<file path="src/rtl/shifter_pkg.sv">
// ---------------------------------------------------------------------------
// shifter_pkg
// Shared definitions for the pipelined barrel shifter:
//   - shift_mode_e : operation encodings (LSL, LSR, ASR, reserved)
//   - shift_ctrl_t : per-stage control payload (valid, lost, ovr, sign, mode)
//   - clog2()      : elaboration-time ceil(log2(value))
// Data and tag ride next to shift_ctrl_t rather than inside it because
// their widths are set by each instance's parameters.
// ---------------------------------------------------------------------------
package shifter_pkg;

    typedef enum logic [1:0] {
        MODE_LSL  = 2'b00,
        MODE_LSR  = 2'b01,
        MODE_ASR  = 2'b10,
        MODE_RSVD = 2'b11
    } shift_mode_e;

    typedef struct packed {
        logic        valid;  // stage holds a live transaction
        logic        lost;   // OR of every 1-bit dropped so far
        logic        ovr;    // shift amount >= WIDTH
        logic        sign;   // original operand MSB, used as ASR fill
        shift_mode_e mode;   // reserved encoding already folded to LSR
    } shift_ctrl_t;

    function automatic int clog2(input int value);
        int result;
        int rem;
        result = 0;
        rem    = value - 1;
        while (rem > 0) begin
            result++;
            rem = rem >> 1;
        end
        return result;
    endfunction

endpackage

</file>
<file path="src/rtl/pipelined_barrel_shifter_level.sv">
// ---------------------------------------------------------------------------
// shift_level
// One mux level of the barrel shifter: shifts by DIST when sel is set,
// inserting the mode's fill and OR-ing the dropped bits into the lost flag.
// The final level (LAST) also applies the oversize override. When
// REGISTERED is set the result is captured in an enable-gated register.
// Ports:
//   clk, reset   : clock, synchronous active-high reset
//   en           : pipeline advance; register loads only when set
//   sel          : shift-amount bit for this level
//   in_ctrl/data/pass  : incoming payload (pass = tag + amount bits)
//   out_ctrl/data/pass : outgoing payload
// ---------------------------------------------------------------------------
module shift_level
    import shifter_pkg::*;
#(
    parameter int WIDTH      = 24,
    parameter int DIST       = 1,
    parameter bit REGISTERED = 1'b1,
    parameter bit LAST       = 1'b0,
    parameter int PASS_W     = 1
) (
    input  logic              clk,
    input  logic              reset,
    input  logic              en,
    input  logic              sel,
    input  shift_ctrl_t       in_ctrl,
    input  logic [WIDTH-1:0]  in_data,
    input  logic [PASS_W-1:0] in_pass,
    output shift_ctrl_t       out_ctrl,
    output logic [WIDTH-1:0]  out_data,
    output logic [PASS_W-1:0] out_pass
);

    shift_ctrl_t      nxt_ctrl;
    logic [WIDTH-1:0] shifted;
    logic [WIDTH-1:0] nxt_data;
    logic             dropped_any;

    // NOTE: every always_comb output gets a default first, so no path can
    // leave a variable unassigned and infer a latch.
    always_comb begin
        shifted     = in_data;
        dropped_any = 1'b0;
        if (sel) begin
            unique case (in_ctrl.mode)
                MODE_LSL: begin
                    shifted     = {in_data[WIDTH-DIST-1:0], {DIST{1'b0}}};
                    dropped_any = |in_data[WIDTH-1 -: DIST];
                end
                MODE_ASR: begin
                    // Fill from the carried original sign; sign copies are
                    // never counted as lost.
                    shifted     = {{DIST{in_ctrl.sign}}, in_data[WIDTH-1:DIST]};
                    dropped_any = |in_data[DIST-1:0];
                end
                default: begin
                    shifted     = {{DIST{1'b0}}, in_data[WIDTH-1:DIST]};
                    dropped_any = |in_data[DIST-1:0];
                end
            endcase
        end

        nxt_ctrl      = in_ctrl;
        nxt_ctrl.lost = in_ctrl.lost | dropped_any;
        nxt_data      = shifted;

        // Every original bit is now either dropped (already in lost) or
        // still in the word, so lost | (|word) equals |original operand.
        // Sign fill only appears when the operand's MSB was 1, which keeps
        // that identity true for ASR as well.
        if (LAST && in_ctrl.ovr) begin
            nxt_data      = (in_ctrl.mode == MODE_ASR) ? {WIDTH{in_ctrl.sign}} : '0;
            nxt_ctrl.lost = nxt_ctrl.lost | (|shifted);
        end
    end

    if (REGISTERED) begin : g_reg
        shift_ctrl_t       ctrl_q;
        logic [WIDTH-1:0]  data_q;
        logic [PASS_W-1:0] pass_q;

        // NOTE: the datapath fields are reset along with valid so a freshly
        // reset output shows zero data, lost and tag, not leftover values.
        // NOTE: state updates use non-blocking assignments so every stage
        // samples its predecessor's pre-edge value.
        always_ff @(posedge clk) begin
            if (reset) begin
                ctrl_q <= '0;
                data_q <= '0;
                pass_q <= '0;
            end else if (en) begin
                ctrl_q <= nxt_ctrl;
                data_q <= nxt_data;
                pass_q <= in_pass;
            end
        end

        assign out_ctrl = ctrl_q;
        assign out_data = data_q;
        assign out_pass = pass_q;
    end else begin : g_comb
        logic unused_clk_en;
        assign unused_clk_en = ^{clk, reset, en};

        assign out_ctrl = nxt_ctrl;
        assign out_data = nxt_data;
        assign out_pass = in_pass;
    end

endmodule

</file>
<file path="src/rtl/pipelined_barrel_shifter.sv">
// ---------------------------------------------------------------------------
// pipelined_barrel_shifter
// Pipelined LSL / LSR / ASR barrel shifter with a sticky lost-bits flag and
// a sideband tag, built from LEVELS = clog2(WIDTH) shift_level instances.
// A register follows every REG_EVERY levels and always the last one.
// All stages advance together: adv = !out_valid || out_ready.
// Ports:
//   clk, reset                     : clock, synchronous active-high reset
//   in_valid/in_ready              : input handshake
//   in_data, in_amt, in_mode, in_tag : operand, amount, mode, sideband tag
//   out_valid/out_ready            : output handshake
//   out_data, out_lost, out_tag    : result, lost-bits flag, tag
// ---------------------------------------------------------------------------
module pipelined_barrel_shifter
    import shifter_pkg::*;
#(
    parameter int WIDTH     = 24,
    parameter int SHAMT_W   = 8,
    parameter int REG_EVERY = 1,
    parameter int TAG_W     = 4
) (
    input  logic               clk,
    input  logic               reset,
    input  logic               in_valid,
    output logic               in_ready,
    input  logic [WIDTH-1:0]   in_data,
    input  logic [SHAMT_W-1:0] in_amt,
    input  logic [1:0]         in_mode,
    input  logic [TAG_W-1:0]   in_tag,
    output logic               out_valid,
    input  logic               out_ready,
    output logic [WIDTH-1:0]   out_data,
    output logic               out_lost,
    output logic [TAG_W-1:0]   out_tag
);

    localparam int LEVELS  = clog2(WIDTH);
    // Pass-through field: tag on top, the LEVELS low amount bits below.
    localparam int PASS_W  = TAG_W + LEVELS;
    localparam int AMT_EXT = (SHAMT_W > 32) ? SHAMT_W : 32;

    logic              adv;
    logic [AMT_EXT-1:0] amt_ext;
    shift_ctrl_t       ctrl_0;
    logic [PASS_W-1:0] pass_0;

    assign adv      = !out_valid || out_ready;
    assign in_ready = adv;

    // Amount bits above LEVELS matter only through this comparison.
    assign amt_ext = AMT_EXT'(in_amt);

    always_comb begin
        ctrl_0       = '0;
        ctrl_0.valid = in_valid;
        ctrl_0.ovr   = (amt_ext >= AMT_EXT'(WIDTH));
        ctrl_0.sign  = in_data[WIDTH-1];
        ctrl_0.mode  = (in_mode == MODE_RSVD) ? MODE_LSR : shift_mode_e'(in_mode);
    end

    assign pass_0 = {in_tag, LEVELS'(in_amt)};

    for (genvar k = 0; k < LEVELS; k++) begin : g_lvl
        shift_ctrl_t       ctrl_i;
        shift_ctrl_t       ctrl_o;
        logic [WIDTH-1:0]  data_i;
        logic [WIDTH-1:0]  data_o;
        logic [PASS_W-1:0] pass_i;
        logic [PASS_W-1:0] pass_o;

        if (k == 0) begin : g_first
            assign ctrl_i = ctrl_0;
            assign data_i = in_data;
            assign pass_i = pass_0;
        end else begin : g_next
            assign ctrl_i = g_lvl[k-1].ctrl_o;
            assign data_i = g_lvl[k-1].data_o;
            assign pass_i = g_lvl[k-1].pass_o;
        end

        shift_level #(
            .WIDTH      (WIDTH),
            .DIST       (1 << k),
            .REGISTERED (((k + 1) % REG_EVERY == 0) || (k == LEVELS - 1)),
            .LAST       (k == LEVELS - 1),
            .PASS_W     (PASS_W)
        ) u_level (
            .clk      (clk),
            .reset    (reset),
            .en       (adv),
            .sel      (pass_i[k]),
            .in_ctrl  (ctrl_i),
            .in_data  (data_i),
            .in_pass  (pass_i),
            .out_ctrl (ctrl_o),
            .out_data (data_o),
            .out_pass (pass_o)
        );
    end

    assign out_valid = g_lvl[LEVELS-1].ctrl_o.valid;
    assign out_lost  = g_lvl[LEVELS-1].ctrl_o.lost;
    assign out_data  = g_lvl[LEVELS-1].data_o;
    assign out_tag   = g_lvl[LEVELS-1].pass_o[PASS_W-1 -: TAG_W];

    // Control fields that have done their job by the last level.
    logic unused_tail;
    assign unused_tail = ^{g_lvl[LEVELS-1].ctrl_o.ovr,
                           g_lvl[LEVELS-1].ctrl_o.sign,
                           g_lvl[LEVELS-1].ctrl_o.mode,
                           g_lvl[LEVELS-1].pass_o[LEVELS-1:0]};

endmodule

</file>
<file path="config.mk">
export PLATFORM = sky130hd
export DESIGN_NAME = pipelined_barrel_shifter
export DESIGN_NICKNAME = d
export VERILOG_FILES = /design/src/rtl/shifter_pkg.sv /design/src/rtl/pipelined_barrel_shifter_level.sv /design/src/rtl/pipelined_barrel_shifter.sv
export SDC_FILE = /design/constraint.sdc
export NUM_CORES = 1
export LEC_CHECK = 0
export BUFFER_PORTS_ARGS = -buffer_cell sky130_fd_sc_hd__clkbuf_2
export CORE_ASPECT_RATIO = 0.8
export CORE_MARGIN = 2
export CORE_UTILIZATION = 55
export CTS_CLUSTER_DIAMETER = 60
export DETAILED_ROUTE_END_ITERATION = 16
export GPL_TIMING_DRIVEN = 0
export PLACE_DENSITY_LB_ADDON = 0.3
export SLEW_MARGIN = 40
export SYNTH_ARGS = -nofsm -noshare
export SYNTH_HDL_FRONTEND = slang
export SYNTH_HIERARCHICAL = 1
export SYNTH_SLANG_ARGS = --single-unit
</file>
<file path="constraint.sdc">
create_clock -name clk -period 1.7 [get_ports clk]
set_input_delay 0.34 -clock clk [delete_from_list [all_inputs] [get_ports clk]]
set_output_delay 0.34 -clock clk [all_outputs]
set_load 0.02 [all_outputs]
</file>
; Word-level counts from Yosys, hierarchy flattened
; Index checks and enable logic that the tools add are counted.
[word_totals]
reg_bits = 191
output_inout_bits = 31
elab_cells = 84
[classes]
magnitude_cmp = 1
n_eq_ne = 6
mux = 24
bitwise_logic = 5
reduce_logical = 16
[op_table]
columns = op, n
row1 = $pmux W24 S2, 5
row2 = $mux W24, 7
row3 = $reduce_or A16 Y1, 2
row4 = $reduce_or A24 Y1, 1
row5 = $reduce_or A8 Y1, 2
row6 = $eq A2 B2 Y1 const B, 6
row7 = $mux W1, 11
row8 = $logic_not A2 Y1, 5
row9 = $ge A8 B5 Y1 const B, 1
row10 = $reduce_or A4 Y1, 2
row11 = $or A1 B1 Y1, 5
row12 = $reduce_or A2 Y1, 2
row13 = $mux W2, 1
row14 = $logic_not A1 Y1, 1
row15 = $logic_or A1 B1 Y1, 1

; Depth between registers and ports, before layout
[logic_depth]
word_depth = 6
ltp_mapped = 7
depth_no_buf = 5

; Cells and area by module
; The synthesis kept the hierarchy.
[by_module_without_submodules]
columns = mod, n_inst, cells_each, area_per_inst_um2, seq_area_each_um2
row1 = shift_level (g_lvl[2].u_level), 1, 230, 2000.7, 780.7
row2 = shift_level (g_lvl[1].u_level), 1, 217, 1995.7, 780.7
row3 = shift_level (g_lvl[0].u_level), 1, 212, 1991.9, 780.7
row4 = shift_level (g_lvl[4].u_level), 1, 260, 1975.6, 780.7
row5 = shift_level (g_lvl[3].u_level), 1, 213, 1901.8, 780.7
row6 = pipelined_barrel_shifter, 1, 5, 31.3, 0.0

; Least setup slack after synthesis
; No wires, ideal clock.
[synth_path]
kind = reg2reg
start = register g_lvl[4].u_level.g_reg.ctrl_q, in the netlist g_lvl[4].u_level/out_ctrl[5]
end = register g_lvl[4].u_level.g_reg.ctrl_q, in the netlist g_lvl[4].u_level/out_ctrl[4]
arrival_ps = 1667
required_time_ps = 1564
path_slack_ps = -103
path_stages_with_launch = 7
n_path_buf = 2
cell_sequence = dfxtp_1 > nand2b_1 > buf_6 > clkbuf_1 > nand4b_1 > o21ai_0 > o311ai_1
[synth_between]
elab_chain_len = 2
[synth_rtl]
columns = item, line
row1 = from (decl), pipelined_barrel_shifter_level.sv:79  ; shift_ctrl_t ctrl_q;
row2 = from (signal assigned), pipelined_barrel_shifter_level.sv:93  ; ctrl_q <= nxt_ctrl;
row3 = $logic_not A1 Y1, pipelined_barrel_shifter.sv:47  ; assign adv = !out_valid || out_ready;
row4 = $logic_or A1 B1 Y1, pipelined_barrel_shifter.sv:47
row5 = net in_ready, pipelined_barrel_shifter.sv:25  ; output logic in_ready,
; The timed path passes the listed nets, and every way through them passes these cells.
; A chain may end at the register's enable or synchronous reset.

; Final worst setup path
[layout_path]
start = register g_lvl[3].u_level.g_reg.data_q[20]
end = register g_lvl[4].u_level.g_reg.ctrl_q, in the netlist g_lvl[4].u_level/out_ctrl[4]
[layout_between]
elab_chain_len = 6
[layout_rtl]
columns = item, line
row1 = from (decl), pipelined_barrel_shifter_level.sv:80  ; logic [WIDTH-1:0] data_q;
row2 = from (signal assigned), pipelined_barrel_shifter_level.sv:94  ; data_q <= nxt_data;
row3 = $reduce_or A16 Y1, pipelined_barrel_shifter_level.sv:49  ; dropped_any = |in_data[WIDTH-1 -: DIST];
row4 = $mux W1, -
row5 = $mux W1, pipelined_barrel_shifter_level.sv:45  ; if (sel) begin
row6 = $or A1 B1 Y1, pipelined_barrel_shifter_level.sv:65  ; nxt_ctrl.lost = in_ctrl.lost | dropped_any;
row7 = $or A1 B1 Y1, pipelined_barrel_shifter_level.sv:74  ; nxt_ctrl.lost = nxt_ctrl.lost | (|shifted);
row8 = $mux W1 (*), pipelined_barrel_shifter_level.sv:72  ; if (LAST && in_ctrl.ovr) begin
; Mark *: on every way between the ends. The rest lies on a longest branch, timed or not.

==> results_dict.tcl <==
set metrics [dict create \
    crit_end "g_lvl[4].u_level/out_ctrl[4]$_SDFFE_PP0P_" \
    final_area_um2 10700 \
    core_um2 16500 \
    cp-end-kind "flip-flop" \
    drc 0 \
    status "complete, but fails checks" \
    h-tree-depth 4 \
    required_ns 2.00 \
    violations "setup timing" \
    ir_worst_vdd_v 0.000836 \
    overflow 0 \
    syn_area_um2 9260 \
    syn_nets 1122 \
    clk_latency_ns 0.43 \
    finalSetupViolCount 1 \
    combPwrFrac 0.121 \
    p_total_uw 9910 \
    postRouteAntennaNets 0 \
    cts.sinks 176 \
    grt_pass1_vias 7954 \
    diodes 0 \
    critPathSlowestCell "or4_4" \
    hp-start "in_amt[1]" \
    startpoint "g_lvl[3].u_level/out_data[20]$_SDFFE_PP0P_" \
    path_clk_slew_ns 0.07 \
    rsz0062_at_grt "yes" \
    yosysWarnings 6 \
    row_count 42 \
    gp_congestion 1.01 \
    path_depth 5 \
    r2r_start "g_lvl[3].u_level/out_data[20]$_SDFFE_PP0P_" \
    layout-drive-gt1-share 0.180 \
    port_buffers 72 \
    dpl_cell_area_um2 9900 \
    r2r_end "g_lvl[4].u_level/out_ctrl[4]$_SDFFE_PP0P_" \
    crit_chain "or4_4, o31ai_4, a21oi_2, o41ai_2, o311ai_1" \
    dieArea_um2 17900 \
    io_pins 73 \
    routedWlPerCell_um 19.1 \
    p_int_uw 7240 \
    maxSlewViolCount 0 \
    power.density_nw_per_um2 928 \
    period_needed_ns 1.73 \
    wirelength_um 26800 \
    fillCellCount 1445 \
    maxCapViolations 0 \
    leakage_uw 0.00458 \
    root_buffer "clkbuf_16" \
    timing.final.crit_share 1.02 \
    cts_tree "built" \
    clockBufferDepth 2 \
    syn-instance-count 1080 \
    cts_hold_buffers 0 \
    die_x_um 149 \
    setup_tns_ns -0.0262 \
    cts_buffers 17 \
    final_nets 1213 \
    grt_max_degree 22 \
    cp_max_fo 4 \
    hold_class "in2reg" \
    p_sw_frac 0.269 \
    syn_avg_cell_area_um2 8.57 \
    start_util 0.561 \
    drt-initial-drc-count 1041 \
    utilization 0.647 \
    path_class "reg2reg" \
    tightestPinTransition_ns 0.767 \
    path_buf_inv 0 \
    detail_route.vias_per_cell 6.11 \
    cpPeakStageDelay_ns 0.58 \
    antenna_found_initial 0 \
    vias 8583 \
    power_switching_uw 2670 \
    hold_viol_final 0 \
    r2r_setup_slack_ns -0.03 \
    die_height_um 120 \
    drt_first_pass_iters 5 \
    slew_headroom 0.488 \
    p_seq_frac 0.463 \
    clock.fmax_ghz 0.579 \
    fin_worst_skew_ns 0.00750 \
    ff2ff_path_depth 5 \
    dp_slack_ns -0.196 \
    grtUsageTotal 0.308 \
    finalWorstSetupSlack_ns -0.0262 \
    crit_family "compound AO/OA/AOI/OAI gates" \
    arrival_ns 2.02 \
    power.share.clock 0.416 \
    cp-start-kind "flip-flop" \
    dp.final_hpwl_um 19600 \
    area_growth_syn_to_layout_pct 15.4 \
    grt_pass1_wl_um 43300 \
]
-- cell usage in the layout (no fill, tap or decap), types with 27 or more instances in the layout --
cell and n:
nor2_1 187, dfxtp_1 170, nand2b_1 114, mux2i_1 92, clkbuf_2 83, o32ai_1 55
inv_1 42, clkbuf_1 37, o21ai_0 29, a21oi_1 27
-- worst reg2reg max path, stage by stage, from the launching register on --
cell and delay, ns:
dfxtp_1 0.34, or4_4 0.58, o31ai_4 0.20, a21oi_2 0.11
o41ai_2 0.21, o311ai_1 0.15
-- repair_timing --
item / CTS / global route
hold endpoints to repair: 0 / 0
buffers inserted: 1 / 0
endpoints found under the setup margin: 49 / 78
gates resized for setup: 19 / 35
pin swaps: 5 / 5
-- power groups by stage --
stage / Sequential (µW) / Clock [µW] / Combinational [µW]
after floorplan: 4590 / 0 / 799
after global placement: 4670 / 0 / 1080
after detailed placement: 4670 / 0 / 1100
after CTS: 4580 / 4190 / 1130
after global routing: 4610 / 4370 / 1290
final: 4590 / 4130 / 1200
-- registers in the layout, indices dropped and copies added (netlist names) --
name / count
g_lvl.u_level/out_ctrl: 26
g_lvl.u_level/out_data: 120
g_lvl.u_level/out_pass: 30
-- worst min-delay path by stage --
stage	end	slack, ns	cells past startpoint
4_1_cts	g_lvl[0].u_level/out_pass[8]$_SDFFE_PP0P_	0.13	3
5_1_grt	g_lvl[0].u_level/out_pass[7]$_SDFFE_PP0P_	0.15	3
3_3_place_gp	g_lvl[4].u_level/out_data[21]$_SDFFE_PP0P_	0.47	2
2_1_floorplan	g_lvl[1].u_level/out_ctrl[4]$_SDFFE_PP0P_	0.45	2
3_5_place_dp	g_lvl[4].u_level/out_data[18]$_SDFFE_PP0P_	0.47	2
6_report	g_lvl[0].u_level/out_pass[1]$_SDFFE_PP0P_	0.14	3
-- area by class of cell --
cell class / instances / area [µm²] / share of cell area
sequential: 176 / 3540 / 0.331
clock inverter: 13 / 174 / 0.0163
clock buffer: 19 / 443 / 0.0415
inverter: 43 / 161 / 0.0151
tap: 220 / 275 / 0.0258
multi-input combinational: 763 / 5170 / 0.485
timing repair buffer: 73 / 368 / 0.0344
buffer: 97 / 547 / 0.0512
-- layer usage --
layer / up-vias / part of all wire / global-route usage
li1: 4033 / - / -
met2: 407 / 0.39 / 0.402
met3: 14 / 0.12 / 0.0958
met1: 4129 / 0.48 / 0.487
met4: 0 / 0.0071 / 0.0601
met5: - / 0 / 0
-- through the flow --
step	hold WS, ns	cells
after floorplan	0.449	1080
after global placement	0.465	1372
after detailed placement	0.466	1372
after CTS	0.128	1404
after global routing	0.147	1404
final	0.138	1404
No activity file was read; power rests on OpenSTA's default activity.
